`config.mk`:
```
export PLATFORM = sky130hd
export DESIGN_NAME = phy_rf_readback
export DESIGN_NICKNAME = d
export VERILOG_FILES = /design/src/rtl/phy_rf_readback.sv
export SDC_FILE = /design/constraint.sdc
export NUM_CORES = 1
export LEC_CHECK = 0
export BUFFER_PORTS_ARGS = -buffer_cell sky130_fd_sc_hd__buf_2
export CAP_MARGIN = 10
export CORE_AREA = 2 2 178 145
export CTS_BUF_LIST = sky130_fd_sc_hd__clkbuf_8
export DETAILED_ROUTE_END_ITERATION = 10
export DIE_AREA = 0 0 180 147
export GPL_TIMING_DRIVEN = 0
export PLACE_DENSITY = 0.79
export SYNTH_ARGS = -nofsm -noshare
export SYNTH_HDL_FRONTEND = slang
export SYNTH_SLANG_ARGS = --single-unit
export TNS_END_PERCENT = 1
```
`constraint.sdc`:
```
create_clock -name clk -period 2.04 [get_ports clk]
set_clock_uncertainty 0.05 [all_clocks]
set_input_delay 0.204 -clock clk [delete_from_list [all_inputs] [get_ports clk]]
set_output_delay 0.204 -clock clk [all_outputs]
set_load 0.01 [all_outputs]
```
`src/rtl/phy_rf_readback.sv`:
```
// Register-readback engine: single-entry reads over req/ack, full-array
// snapshot scans into a shadow buffer, and sticky per-entry change flags.
module phy_rf_readback #(
  parameter int NUM_BANKS = 2,
  parameter int NUM_REGS  = 6,
  parameter int SCAN_GAP  = 16,
  localparam int TOTAL    = NUM_BANKS * NUM_REGS,
  localparam int ADDR_W   = (TOTAL > 1) ? $clog2(TOTAL) : 1
) (
  input  logic                 clk,
  input  logic                 rst_n,
  input  logic [TOTAL*8-1:0]   rf_hi_rdata,
  input  logic [TOTAL*4-1:0]   rf_mid_rdata,
  input  logic [TOTAL-1:0]     rf_b1_rdata,
  input  logic                 rd_req,
  input  logic [ADDR_W-1:0]    rd_addr,
  input  logic                 rd_shadow,
  output logic                 rd_ack,
  output logic [15:0]          rd_data,
  output logic                 rd_err,
  input  logic                 scan_start,
  input  logic                 scan_auto,
  output logic                 scan_done,
  output logic                 busy,
  output logic [TOTAL-1:0]     chg_status,
  input  logic [TOTAL-1:0]     chg_clr,
  output logic                 chg_irq
);

  localparam int GAP_W = $clog2(SCAN_GAP + 1);

  localparam logic [2:0] S_IDLE = 3'd0;
  localparam logic [2:0] S_RD   = 3'd1;
  localparam logic [2:0] S_ACK  = 3'd2;
  localparam logic [2:0] S_SCAN = 3'd3;
  localparam logic [2:0] S_GAP  = 3'd4;

  logic [2:0]              state, state_nxt;
  logic                    enter_scan;
  logic [TOTAL-1:0][15:0]  live_word;
  logic [TOTAL-1:0][15:0]  shadow;
  logic                    shadow_valid;
  logic                    pending;
  logic [ADDR_W-1:0]       idx;
  logic [GAP_W-1:0]        gap_cnt;
  logic [ADDR_W-1:0]       rd_addr_q;
  logic                    rd_sh_q;
  logic [15:0]             rd_word_q;
  logic                    rd_err_q;
  logic                    addr_ok;
  logic                    last_idx;
  logic [15:0]             rd_sel_word;
  logic [TOTAL-1:0]        chg_set;

  // Sparse field gather: only bits [15:8], [7:4] and [1] are backed.
  for (genvar i = 0; i < TOTAL; i++) begin : g_word
    assign live_word[i] = {rf_hi_rdata[i*8 +: 8], rf_mid_rdata[i*4 +: 4],
                           2'b00, rf_b1_rdata[i], 1'b0};
  end

  assign addr_ok  = {1'b0, rd_addr_q} < (ADDR_W+1)'(TOTAL);
  assign last_idx = (idx == ADDR_W'(TOTAL - 1));
  assign busy     = (state != S_IDLE);
  assign chg_irq  = |chg_status;

  always_comb begin
    rd_sel_word = 16'h0000;
    if (addr_ok)
      rd_sel_word = rd_sh_q ? shadow[rd_addr_q] : live_word[rd_addr_q];
  end

  always_comb begin
    state_nxt  = state;
    enter_scan = 1'b0;
    case (state)
      S_IDLE: begin
        // A read wins a same-cycle collision; the scan is held as pending.
        if (rd_req) begin
          state_nxt = S_RD;
        end else if (scan_start || pending) begin
          state_nxt  = S_SCAN;
          enter_scan = 1'b1;
        end
      end
      S_RD:  state_nxt = S_ACK;
      S_ACK: begin
        if (pending) begin
          state_nxt  = S_SCAN;
          enter_scan = 1'b1;
        end else begin
          state_nxt = S_IDLE;
        end
      end
      S_SCAN: begin
        if (last_idx) state_nxt = scan_auto ? S_GAP : S_IDLE;
      end
      S_GAP: begin
        if (!scan_auto) begin
          state_nxt = S_IDLE;
        end else if (gap_cnt == GAP_W'(SCAN_GAP)) begin
          state_nxt  = S_SCAN;
          enter_scan = 1'b1;
        end
      end
      default: state_nxt = S_IDLE;
    endcase
  end

  always_ff @(posedge clk) begin
    if (!rst_n) begin
      state        <= S_IDLE;
      pending      <= 1'b0;
      shadow       <= '0;
      shadow_valid <= 1'b0;
      idx          <= '0;
      gap_cnt      <= '0;
      rd_addr_q    <= '0;
      rd_sh_q      <= 1'b0;
      rd_word_q    <= 16'h0000;
      rd_err_q     <= 1'b0;
      rd_ack       <= 1'b0;
      rd_data      <= 16'h0000;
      rd_err       <= 1'b0;
      scan_done    <= 1'b0;
    end else begin
      state     <= state_nxt;
      rd_ack    <= 1'b0;
      scan_done <= 1'b0;
      // Starts arriving while busy merge into one pending request.
      pending   <= (pending | scan_start) & ~enter_scan;
      case (state)
        S_IDLE: begin
          if (rd_req) begin
            rd_addr_q <= rd_addr;
            rd_sh_q   <= rd_shadow;
          end
        end
        S_RD: begin
          rd_word_q <= rd_sel_word;
          rd_err_q  <= ~addr_ok;
        end
        S_ACK: begin
          rd_ack  <= 1'b1;
          rd_data <= rd_word_q;
          rd_err  <= rd_err_q;
        end
        S_SCAN: begin
          shadow[idx] <= live_word[idx];
          if (last_idx) begin
            idx          <= '0;
            shadow_valid <= 1'b1;
            scan_done    <= 1'b1;
          end else begin
            idx <= idx + ADDR_W'(1);
          end
        end
        S_GAP: begin
          gap_cnt <= (state_nxt == S_GAP) ? gap_cnt + GAP_W'(1) : '0;
        end
        default: ;
      endcase
    end
  end

  // Sticky change flags; a set in the same cycle beats a clear.
  for (genvar i = 0; i < TOTAL; i++) begin : g_chg
    assign chg_set[i] = (state == S_SCAN) && (idx == ADDR_W'(i)) &&
                        shadow_valid && (live_word[i] != shadow[i]);

    always_ff @(posedge clk) begin
      if (!rst_n) chg_status[i] <= 1'b0;
      else        chg_status[i] <= chg_set[i] | (chg_status[i] & ~chg_clr[i]);
    end
  end

endmodule

```
==> reports/results.ini, run 1 <==
[status]
status = finished, violations left
failed_checks = negative setup slack

[timing]
min_period_ns = 2.15
timing.final.crit_share_pct = 106
setup_slack_ns = -0.113
finalSetupViolations = 14
final_hold_viol_count = 0
rsz0062_at_grt = true
drv_slew = 0
maxSlewHeadroom_pct = 27.9
worst_pin_slew_ns = 1.08
max_freq_mhz = 465
fin_hold_ws_ns = 0.0470

[power]
finalPower_uw = 11600
power.density_nw_per_um2 = 698
p_leak_uw = 0.00635
irDropWorstVdd_mv = 0.574

[synth]
synth.area.top_cells = dfxtp_1 33%, mux4_2 8.9%, a21oi_1 7.7%, mux2i_1 6.4%, xnor2_1 5.6%
synth_compound_area_share_pct = 17.1
synth_xor_area_share_pct = 10.6
syn_area_sq_um = 13200
synth_top_family_by_area = multiplexers
synth_area_leader_cell = dfxtp_1
synth_fp_nets = 1629
ys_seq_area_share_pct = 33.2
synth-seq-cells = 219
syn-mean-instance-area_sq_um = 9.13
synth_common_cells = 219 x dfxtp_1, 204 x a21oi_1, 157 x nand2_1, 129 x o21ai_0, 85 x xnor2_1
yosysMostFrequentCell = dfxtp_1
syn_inst = 1445
synth_adder_area_share_pct = 0.569
yosysUniqueCellTypes = 59
netlist.area_leader.share_pct = 33.2
yosys.area_share.simple_pct = 12.6
ys.flop_type = dfxtp_1
synthMuxAreaShare_pct = 21.5
synthArstFlopShare_pct = 0
yosysWarnings = 0
synth-edff-count = 0

[worst_setup_path]
path_delay_family = compound AO/OA/AOI/OAI gates
crit_path_max_fanout = 10
crit_chain = buf_4 > buf_6 > buf_8 > mux2i_4 > o221ai_1 > a31oi_2 > a31oi_1
critPathKind = flop to flop
slowest_stage = mux2i_4
timing.critical_path.buf_inv = 3
worst-r2r-cell-count = 7
crit_path_max_incr_delay_ns = 0.40
startpoint_type = flop
required_ns = 2.40
regToRegEndpoint = rd_word_q[8]
reg2reg_slack_ns = -0.11
cp-end-kind = flop
worst_ep_arrival_time_ns = 2.52
r2r-start = rd_addr_q[1]

[global_routing]
grt_pass1_vias = 12857
grt_max_degree = 11
antenna_found_initial = 2
grtUsageTotal_pct = 44.5
grt_overflow = 0
grt_pass1_wl_um = 86500

[clocking]
h-tree-depth = 2
cts_buffers = 37
clock_tree.root_cell = clkbuf_8
clkTransAtPathRegs_ns = 0.07
clock_path_buffers = 3
cts_sinks = 219
tritoncts = done
clock_latency_ns = 0.56

[route]
drt_iter0_drc = 2167
drc = 0
wl_per_cell_um = 29.0
postRouteAntennaNets = 0
avgViaCountPerCell = 6.58
routed_wl_um = 60800
first_pass_iters = 5
vias = 13800

[die]
coreArea_sq_um = 24800
rows = 52
initial_utilization_pct = 53.2
die_height_um = 147
io_pins = 211
die-area_sq_um = 26500
die_w_um = 180

[placed_design]
routabilityCongestion = 1.06
place_ws_ns = -0.981
dp_hpwl_um = 46800
io_buffers = 209
place_inst = 1978

[cells_and_area]
num-nets-final = 1926
syn2layout_area_growth_pct = 25.7
layout.cells.non_filler = 2096
drive_gt1_share_pct = 31.4

[flow_run]
max_cap_violations = 0

[worst_hold_path]
worstHoldStart = chg_clr[0]
holdPathStages = 3
holdPathEnd = chg_status[0]
hold_path_class = primary input to flop

[state kept, by name, indices dropped and copies added (netlist names)]
register      count
chg_status       12
gap_cnt           5
idx               4
pending           1
rd_ack            1
rd_addr_q         4
rd_data          14
rd_err            1
rd_err_q          1
rd_sh_q           1
rd_word_q        14
scan_done         1
shadow          156
shadow_valid      1
state             3
[stage by stage]
stage / instance area, sq um / utilization (%) / setup TNS, ns
after floorplan: 13200 / - / 0
after global placement: 14600 / 59.1 / -92.23
after detailed placement: 14600 / 59.1 / -98.15
after CTS: 16300 / 65.7 / -0.289
after global routing: 16600 / 66.9 / -1.81
final: 16600 / 66.9 / -0.641
[where the power goes]
part           internal, uW  switching (uW)
Combinational           994            1500
Sequential             4370            78.2
Clock                  2640            2000
Total                  8000            3580
[logic make-up after synthesis]
logic type,after synthesis
buffers and inverters,123
AO/OA/AOI/OAI,409
flip-flops,219
multiplexers,200
adder cells (fa/ha/maj),6
AND/OR/NAND/NOR,328
XOR/XNOR,160
[how the worst max path moves through the flow]
stage	to	depth (start not counted)	from
global placement	shadow[6]	5	idx[1]
CTS	chg_status[0]	5	rst_n
detailed placement	shadow[6]	5	idx[1]
finish	rd_word_q[8]	7	rd_addr_q[1]
global route	shadow[141]	9	state[2]
floorplan	shadow[7]	9	idx[1]
[cell type report]
cell class | count | area (sq um)
diodes | 1 | 2.50
plain buffers | 114 | 777
fillers | 2053 | 8210
clock inverters | 20 | 200
well taps | 324 | 405
repair buffers | 258 | 1550
multi-input cells | 1103 | 8560
inverters | 9 | 33.8
clock buffers | 48 | 661
flip-flops and latches | 219 | 4390
[routing by layer]
metal  vias up  routed length [um]  global-route usage (%)
met3       146               10500                    21.0
li1       5899                   -                       -
met5         -                  27                       0
met1      6677               24300                    63.1
met4         4                1930                    12.1
met2      1074               24000                    60.0
[timing repair]
action | CTS | global route
setup endpoints to repair | 176 | 175
hold buffers | 19 | 0
resized for setup | 82 | 103
gates cloned | 0 | 0
setup buffers | 27 | 3
endpoints found under the hold margin | 18 | 0
pin swaps | 2 | 1
[worst reg2reg max path: stages, from the launching register on]
cell and delay, ns:
dfxtp_1 0.31, buf_4 0.18, buf_6 0.20, buf_8 0.22, mux2i_4 0.40, o221ai_1 0.18
a31oi_2 0.34, a31oi_1 0.13
[placed cells by master (no fill, tap or decap), types with 49 or more instances in the layout]
cell      instances
buf_2           225
mux2_2           51
clkbuf_8         49
a21oi_1         201
xor2_1           75
mux4_2           52
o21ai_0         125
xnor2_1          85
dfxtp_1         216
mux2i_1          74
nand2_1         154
Power figures use the tool's default switching activity.
==> run 2, diff against run 1 <==
Settings changed: CTS_BUF_LIST sky130_fd_sc_hd__clkbuf_8 to sky130_fd_sc_hd__clkbuf_4.
==> run 2 against run 1 <==
Effect of this change: the flow still finishes with violations (negative setup slack); non-clock buffer count increased by 96; critical path depth is 4 lower; first-iteration DRC count up 5.6%; sequential power about the same; via count increased by 6.4%; design area rose by 5.2%; critical endpoint is now chg_irq; wire length is 3.8% higher; maximum frequency increased by 2.3%.
==> reports/results.ini, run 2 (synthesis results as in run 1) <==
[status]
status = finished, violations left
failed_checks = negative setup slack

[global_routing]
antenna_found_initial = 4  ; +2
grt_max_degree = 16  ; +5
grt_overflow = 0  ; unchanged
grtUsageTotal_pct = 46.3  ; +1.8 points
grt_pass1_wl_um = 90200  ; +4.4%
grt_pass1_vias = 13711  ; +6.6%

[route]
avgViaCountPerCell = 6.61  ; +0.32%
wl_per_cell_um = 28.4  ; -2.1%
vias = 14683  ; +6.4%
drc = 0  ; unchanged
first_pass_iters = 7  ; +2
postRouteAntennaNets = 0  ; unchanged
drt_iter0_drc = 2288  ; +5.6%
routed_wl_um = 63100  ; +3.8%

[placed_design]
io_buffers = 209  ; unchanged
routabilityCongestion = 1.06  ; unchanged
dp_hpwl_um = 46800  ; unchanged

[clocking]
clock_path_buffers = 3  ; unchanged
cts_buffers = 56  ; +51%
clock_tree.root_cell = clkbuf_4
h-tree-depth = 2  ; unchanged
clock_latency_ns = 0.79  ; +0.23 ns
cts_sinks = 219  ; unchanged
tritoncts = done
clkTransAtPathRegs_ns = 0.07  ; about the same

[die]
die_w_um = 180  ; unchanged
die_height_um = 147  ; unchanged
initial_utilization_pct = 53.2  ; unchanged
io_pins = 211  ; unchanged
rows = 52  ; unchanged
die-area_sq_um = 26500  ; unchanged
coreArea_sq_um = 24800  ; unchanged

[worst_setup_path]
required_ns = 1.79  ; -0.61 ns
crit_chain = nor4_4 > nand3_1 > buf_2
startpoint_type = flop
critPathKind = flop to output port
worst_ep_arrival_time_ns = 1.85  ; -0.67 ns
cp-end-kind = output port
crit_path_max_incr_delay_ns = 0.44  ; +0.04 ns
crit_path_max_fanout = 3  ; -7
slowest_stage = nor4_4

[timing]
rsz0062_at_grt = true
finalSetupViolations = 8  ; -6
fin_hold_ws_ns = 0.0134  ; -0.0336 ns
min_period_ns = 2.10  ; -0.0481 ns
timing.final.crit_share_pct = 103  ; -2.4 points
drv_slew = 0  ; unchanged
max_freq_mhz = 475  ; +2.3%
setup_slack_ns = -0.0646  ; +0.0481 ns
worst_pin_slew_ns = 1.09  ; +0.00602 ns
final_hold_viol_count = 0  ; unchanged
fin_setup_tns_ns = -0.129  ; +0.512 ns
maxSlewHeadroom_pct = 27.5  ; -0.40 points

[flow_run]
max_cap_violations = 0  ; unchanged

[cells_and_area]
reg_top3 = shadow (156), rd_data (14), rd_word_q (14)
num-nets-final = 2041  ; +6.0%
drive_gt1_share_pct = 30.5  ; -0.91 points
final_cell_mix = 223 x buf_2, 214 x dfxtp_1, 201 x a21oi_1
layout.cells.most_common = buf_2
regMostFlops = shadow
largest_register_ff_count = 156  ; unchanged
syn2layout_area_growth_pct = 32.2
fillers = 1951  ; -5.0%

[power]
p_leak_uw = 0.00666  ; +4.9%
finalPower_uw = 10900  ; -5.4%
irDropWorstVdd_mv = 0.490  ; -15%
power.density_nw_per_um2 = 628  ; -10%

[worst_hold_path]
hold_path_class = primary input to flop

[run 2: cell type report]
cell class | count | area (sq um) | share of cell area, %
Antenna cell | 3 | 7.51 | 0.0430
Buffer | 113 | 837 | 4.80
Clock buffer | 73 | 548 | 3.14
Clock inverter | 24 | 126 | 0.724
Inverter | 9 | 33.8 | 0.194
Multi-Input combinational cell | 1103 | 8550 | 49.0
Sequential cell | 219 | 4390 | 25.2
Tap cell | 324 | 405 | 2.32
Timing Repair Buffer | 355 | 2540 | 14.6
[run 2: metrics by stage]
| step | instance area [sq um] | setup slack, ns | utilization [%] | instances |
|---|---|---|---|---|
| detailed placement | 14600 | -0.981 | 59.1 | 1978 |
| CTS | 17200 | -0.00639 | 69.2 | 2219 |
| global route | 17400 | -0.0891 | 70.4 | 2222 |
| finish | 17400 | -0.0646 | 70.4 | 2223 |
| global placement | 14600 | -0.917 | 59.1 | 1978 |
| floorplan | 13200 | 0.0476 | - | 1445 |
[run 2: power by group]
group	switching (uW)	leakage, uW	internal, uW
Clock	2020	0.000399	1790
Combinational	1540	0.00449	1140
Sequential	85.1	0.00177	4360
[run 2: worst max-delay path: cells and delay by family, from the launching register on]
kind | cells | cell delay (ns)
flops | 1 | 0.34
simple gates | 2 | 0.55
buf+inv | 1 | 0.16
[run 2: worst paths after layout]
path,startpoint,to,slack (ns),depth (start not counted)
worst min-delay path,rf_hi_rdata[72],chg_status[9],0.01,4
worst max-delay path,chg_status[0],chg_irq,-0.06,3
worst min register to register,rd_data[1],rd_data[1],0.41,2
worst max register to register,idx[0],shadow[6],-0.02,9
[run 2: timing repair]
action	4_1_cts	5_1_grt
pin swaps	6	3
hold endpoints to repair	37	1
resized for setup	106	98
setup buffers	29	0
hold buffers	116	1
setup endpoints to repair	177	163
[run 2: routing by layer]
metal	global-route usage [%]	wire length (um)	up-vias	part of all wire (%)
met4	15.4	2570	4	4.1
met1	64.2	24700	7027	39
met5	0	27	-	0.043
met3	22.1	10900	214	17
li1	-	-	6160	-
met2	62.8	24900	1278	40
